[config.mk]
export PLATFORM = sky130hd
export DESIGN_NAME = palette_color_mapper
export DESIGN_NICKNAME = d
export VERILOG_FILES = /design/src/rtl/palette_color_mapper.sv
export SDC_FILE = /design/constraint.sdc
export NUM_CORES = 1
export LEC_CHECK = 0
export CELL_PAD_IN_SITES_DETAIL_PLACEMENT = 0
export CELL_PAD_IN_SITES_GLOBAL_PLACEMENT = 1
export CORE_ASPECT_RATIO = 1.25
export CORE_UTILIZATION = 51
export CTS_CLUSTER_DIAMETER = 50
export DETAILED_ROUTE_END_ITERATION = 6
export GPL_ROUTABILITY_DRIVEN = 0
export GPL_TIMING_DRIVEN = 0
export PLACE_DENSITY_LB_ADDON = 0.1
export SLEW_MARGIN = 10
export SYNTH_ARGS = -nofsm -noshare
export SYNTH_HDL_FRONTEND = slang
export SYNTH_SLANG_ARGS = --single-unit
[constraint.sdc]
create_clock -name Clk -period 3.4 [get_ports Clk]
set_clock_uncertainty 0.1 [all_clocks]
set_input_delay 0.68 -clock Clk [delete_from_list [all_inputs] [get_ports Clk]]
set_output_delay 0.68 -clock Clk [all_outputs]
set_load 0.1 [all_outputs]
[src/rtl/palette_color_mapper.sv]
// palette_color_mapper
//   Maps a per-pixel object index to 24-bit RGB through a runtime-writable
//   palette. It supports selectable background modes and per-index blinking.
//   There are two register stages, so the latency is fixed at 2 cycles. The VGA
//   controller must delay hsync/vsync by 2 cycles to match.
//
// Ports
//   Clk            pixel clock; all state changes on the rising edge
//   Reset_n        asynchronous active-low reset
//   pix_valid      DrawX/DrawY are in active video
//   frame_start    one-cycle pulse at the start of each frame
//   obj_idx        object index for the current pixel (0 = background)
//   DrawX, DrawY   current pixel coordinates
//   pal_we         palette write strobe (address 0 is read-only)
//   pal_addr       palette write address
//   pal_data       {R,G,B} palette write data
//   bg_mode        0 gradient, 1 solid, 2 checker, 3 black
//   bg_color       {R,G,B} used by the solid and checker modes
//   VGA_R/G/B      registered colour outputs
//   pix_valid_out  pix_valid delayed by 2 cycles
module palette_color_mapper #(
    parameter int                         IDX_W      = 3,
    parameter logic [(1 << IDX_W) - 1:0]  BLINK_MASK = 8'b0001_0000,
    parameter int                         BLINK_LOG2 = 5,
    parameter int                         FRAME_W    = 8
) (
    input  logic               Clk,
    input  logic               Reset_n,
    input  logic               pix_valid,
    input  logic               frame_start,
    input  logic [IDX_W-1:0]   obj_idx,
    input  logic [9:0]         DrawX,
    input  logic [9:0]         DrawY,
    input  logic               pal_we,
    input  logic [IDX_W-1:0]   pal_addr,
    input  logic [23:0]        pal_data,
    input  logic [1:0]         bg_mode,
    input  logic [23:0]        bg_color,
    output logic [7:0]         VGA_R,
    output logic [7:0]         VGA_G,
    output logic [7:0]         VGA_B,
    output logic               pix_valid_out
);

    localparam int NPAL = 1 << IDX_W;

    // Power-on palette contents.
    function automatic logic [23:0] pal_default(input int unsigned idx);
        logic [23:0] c;
        case (idx)
            32'd1:   c = 24'hFF_FF_FF;
            32'd2:   c = 24'hFF_00_00;
            32'd3:   c = 24'h00_FF_00;
            32'd4:   c = 24'hFF_00_FF;
            default: c = 24'h00_00_00;
        endcase
        return c;
    endfunction

    // Horizontal blue-green gradient. DrawX[9:3] is at most 7F, so the
    // subtraction bottoms out at 00 and never wraps.
    function automatic logic [23:0] gradient(input logic [9:0] x);
        logic [7:0] gb;
        gb = 8'h7F - {1'b0, x[9:3]};
        return {8'h3F, gb, gb};
    endfunction

    logic [23:0]        pal_r [0:NPAL-1];
    logic [FRAME_W-1:0] frame_cnt_r;

    // Stage-1 registers
    logic [IDX_W-1:0]   idx_r;
    logic [9:0]         x_r;
    logic [9:0]         y_r;
    logic               valid_r;
    logic [23:0]        pal_rd_r;
    logic               blink_phase_r;
    logic [1:0]         bg_mode_r;
    logic [23:0]        bg_color_r;

    logic [23:0]        bg_s;
    logic [23:0]        color_s;
    logic               unused_s;

    // Only bit 4 of the coordinates selects the checker cell, and bits [9:3]
    // of X drive the gradient.
    assign unused_s = ^{x_r[2:0], y_r[9:5], y_r[3:0]};

    // Palette storage. Entry 0 is the background slot and is never written.
    always_ff @(posedge Clk or negedge Reset_n) begin
        if (!Reset_n) begin
            for (int i = 0; i < NPAL; i++) begin
                pal_r[i] <= pal_default(i);
            end
        end else if (pal_we && (pal_addr != '0)) begin
            pal_r[pal_addr] <= pal_data;
        end
    end

    // Frame counter. It wraps naturally at 2**FRAME_W.
    always_ff @(posedge Clk or negedge Reset_n) begin
        if (!Reset_n) begin
            frame_cnt_r <= '0;
        end else if (frame_start) begin
            frame_cnt_r <= frame_cnt_r + {{(FRAME_W-1){1'b0}}, 1'b1};
        end
    end

    // Stage 1: capture the pixel, the palette read (old value on a colliding
    // write) and the pre-increment blink phase.
    always_ff @(posedge Clk or negedge Reset_n) begin
        if (!Reset_n) begin
            idx_r         <= '0;
            x_r           <= 10'd0;
            y_r           <= 10'd0;
            valid_r       <= 1'b0;
            pal_rd_r      <= 24'h00_00_00;
            blink_phase_r <= 1'b0;
            bg_mode_r     <= 2'd0;
            bg_color_r    <= 24'h00_00_00;
        end else begin
            idx_r         <= obj_idx;
            x_r           <= DrawX;
            y_r           <= DrawY;
            valid_r       <= pix_valid;
            pal_rd_r      <= pal_r[obj_idx];
            blink_phase_r <= frame_cnt_r[BLINK_LOG2];
            bg_mode_r     <= bg_mode;
            bg_color_r    <= bg_color;
        end
    end

    // Background colour from the stage-1 pixel
    always_comb begin
        bg_s = 24'h00_00_00;
        case (bg_mode_r)
            2'd0: bg_s = gradient(x_r);
            2'd1: bg_s = bg_color_r;
            2'd2: begin
                if (x_r[4] ^ y_r[4]) begin
                    bg_s = bg_color_r;
                end else begin
                    bg_s = gradient(x_r);
                end
            end
            2'd3:    bg_s = 24'h00_00_00;
            default: bg_s = 24'h00_00_00;
        endcase
    end

    // Final colour select: blanking, then background, then blink, then palette.
    always_comb begin
        color_s = 24'h00_00_00;
        if (!valid_r) begin
            color_s = 24'h00_00_00;
        end else if (idx_r == '0) begin
            color_s = bg_s;
        end else if (BLINK_MASK[idx_r] && blink_phase_r) begin
            color_s = bg_s;
        end else begin
            color_s = pal_rd_r;
        end
    end

    // Stage 2: registered outputs
    always_ff @(posedge Clk or negedge Reset_n) begin
        if (!Reset_n) begin
            VGA_R         <= 8'h00;
            VGA_G         <= 8'h00;
            VGA_B         <= 8'h00;
            pix_valid_out <= 1'b0;
        end else begin
            VGA_R         <= color_s[23:16];
            VGA_G         <= color_s[15:8];
            VGA_B         <= color_s[7:0];
            pix_valid_out <= valid_r;
        end
    end

endmodule
==> impl_metrics.tcl <==
set metrics [dict create \
    yosys.area.top_type "dfrtp_1" \
    grt_max_degree 118 \
    drtAntennaViolNets 0 \
    holdBufCountCts 0 \
    p_leak_nw 6.06 \
    finalMaxSlewViolations 0 \
    clk_path_buf_depth 3 \
    vias 6502 \
    critPathSlowestCell "clkdlybuf4s50_1" \
    initial_utilization 0.518 \
    period_needed_ns 2.80 \
    cts_resized 0 \
    dr_wl_met2_um 12300 \
    avgSynthCellArea_um2 15.9 \
    yosysSeqAreaShare 0.610 \
    r2r-end "VGA_B[7]" \
    clock_latency_ns 0.55 \
    viasPerCell 5.51 \
    synth-edff-count 0 \
    wl_met1_um 10300 \
    place_ws_ns 0.589 \
    hold_path_class "in2async" \
    hold_violations 0 \
    clk_pin_slew_ns 0.06 \
    path_max_fanout 1 \
    yosysUniqueCellTypes 37 \
    grt_antenna_before_repair 0 \
    drt-initial-drc-count 307 \
    cts_htree_levels 1 \
    crit_family "buffers and inverters" \
    grt_overflow 0 \
    period_share 0.824 \
    first_global_vias 7281 \
    cts_made_buffers 30 \
    grt_pass1_wl_um 38900 \
    violations "design-rule violations" \
    whs_ns 0.0363 \
    wl_met3_um 1020 \
    die_h_um 172 \
    core_area_um2 22900 \
    cts-root-buf "clkbuf_16" \
    fmax_mhz 357 \
    max_slew_margin 0.343 \
    fp.dieArea_um2 23900 \
    synthFlopType "dfrtp_1" \
    worst_setup_path_end_kind "primary output" \
    post-synth-top-area-fraction 0.486 \
    syn-cell-area_um2 11900 \
    setup_viol 0 \
    outcome "complete, but fails checks" \
    postSynthCellCount 746 \
    path_buf_inv 1 \
    crit_arrival_ns 2.02 \
    num_antenna_cells 0 \
    io_buffers 89 \
    r2r_start "idx_r[1]" \
    synth_nets 828 \
    wl_per_cell_um 20.3 \
    clock_sinks 286 \
    grt_usage 0.212 \
    r2r_slack_ns 1.57 \
    ios 106 \
    yosys_register_bits 286 \
    cp.required_ns 2.62 \
    yosysWarningCount 0 \
    p_per_area_nw_per_um2 664 \
    worst_pin_slew_ns 0.982 \
    die_w_um 138 \
    drc_errors 32 \
    timing.final.ws_setup_ns 0.599 \
    cp_cell_sequence "clkdlybuf4s50_1" \
    drtPass1Iterations 7 \
    rsz0062_at_grt "false" \
    area_delta_synth_final_pct 19.6 \
    critPathKind "reg2out" \
    reg2reg_depth 5 \
    synth.most_common_cell "dfrtp_1" \
    hpwl_um 16500 \
    synthTopCellsByCount "230 x dfrtp_1, 113 x mux2_2, 60 x mux2_1, 56 x dfstp_2, 46 x mux4_2" \
    nNetsFinal 951 \
    highest_layer "met4" \
    fillers 1727 \
    critPathMaxStageDelay_ns 1.13 \
    ys_top_cells_by_area "dfrtp_1 49%, dfstp_2 12%, mux2_2 11%" \
    cts_tree "built" \
    setup_tns_ns 0 \
    maxCapViolCount 0 \
    synthArstFlopShare 1.00 \
    wl_um 24000 \
    worstSetupStartpointType "flop" \
    cts_setup_buffers 0 \
    vdd_drop_max_uv 451 \
    drive_above_1_share 0.384 \
    rows 62 \
]
[kinds of logic after synthesis]
logic type                 count (synthesis)  share of synthesized area
AOI/OAI and AO/OA                         62                     0.0357
xor gates and xnor gates                   7                    0.00581
adders and majority gates                  1                    0.00106
buffers and inverters                     74                     0.0335
DFF                                      286                      0.610
muxes                                    241                      0.282
and+or+nand+nor                           75                     0.0325
[placed cells by master (no fill, tap or decap), drive strengths merged, types with 5 or more instances in the layout]
cell type	n
a2111oi	12
a21oi	18
a31oi	6
buf	39
clkbuf	71
clkdlybuf4s50	88
clkinv	12
dfrtp	230
dfstp	56
inv	7
mux2	193
mux4	48
nand2	29
nand3	8
nor2	22
o211ai	5
o21ai	17
or2	6
[stage by stage]
stage | power [mW] | std cells | util | instance area [um2]
final | 9.41 | 1181 | 0.619 | 14200
after global routing | 9.85 | 1181 | 0.619 | 14200
after CTS | 9.54 | 1181 | 0.619 | 14200
after detailed placement | 6.23 | 1125 | 0.575 | 13200
after global placement | 6.10 | 1123 | 0.572 | 13100
after floorplan | 5.64 | 746 | - | 11900
[registers in the layout, indices dropped and copies added (netlist names)]
register	flops
bg_color_r	24
idx_r	3
y_r	1
pal_r	192
VGA_G	8
bg_mode_r	2
pix_valid_out	1
blink_phase_r	1
VGA_R	8
frame_cnt_r	6
pal_rd_r	24
x_r	7
VGA_B	8
valid_r	1
[power by group]
part	internal, mW	switching (mW)
sequential	4.14	0.301
combinational	0.837	0.869
clock	1.96	1.30
total	6.94	2.48
[how the worst max path moves through the flow]
stage,slack (ns),start,end,cells past startpoint
finish,0.60,VGA_B[4],VGA_B[4],1
global route,0.56,VGA_B[4],VGA_B[4],1
CTS,0.57,VGA_B[4],VGA_B[4],1
detailed placement,0.59,obj_idx[1],pal_rd_r[13],5
global placement,-9.40,Reset_n,pal_r[101],1
floorplan,1.44,pal_we,pal_r[80],5
[area by class of cell]
type | instances | area, um2 | area share
Buffer | 68 | 374 | 0.0264
Clock buffer | 39 | 836 | 0.0590
Clock inverter | 17 | 174 | 0.0123
Inverter | 6 | 22.5 | 0.00159
Multi-Input combinational cell | 386 | 4230 | 0.298
Sequential cell | 286 | 7230 | 0.510
Tap cell | 288 | 360 | 0.0254
Timing Repair Buffer | 91 | 951 | 0.0671
[metal layers]
layer / global-route usage / vias to the layer above
met3: 0.0318 / 26
li1: - / 2948
met2: 0.372 / 145
met4: 0.0557 / 0
met1: 0.276 / 3383
met5: 0 / -
Power figures use the tool's default switching activity.
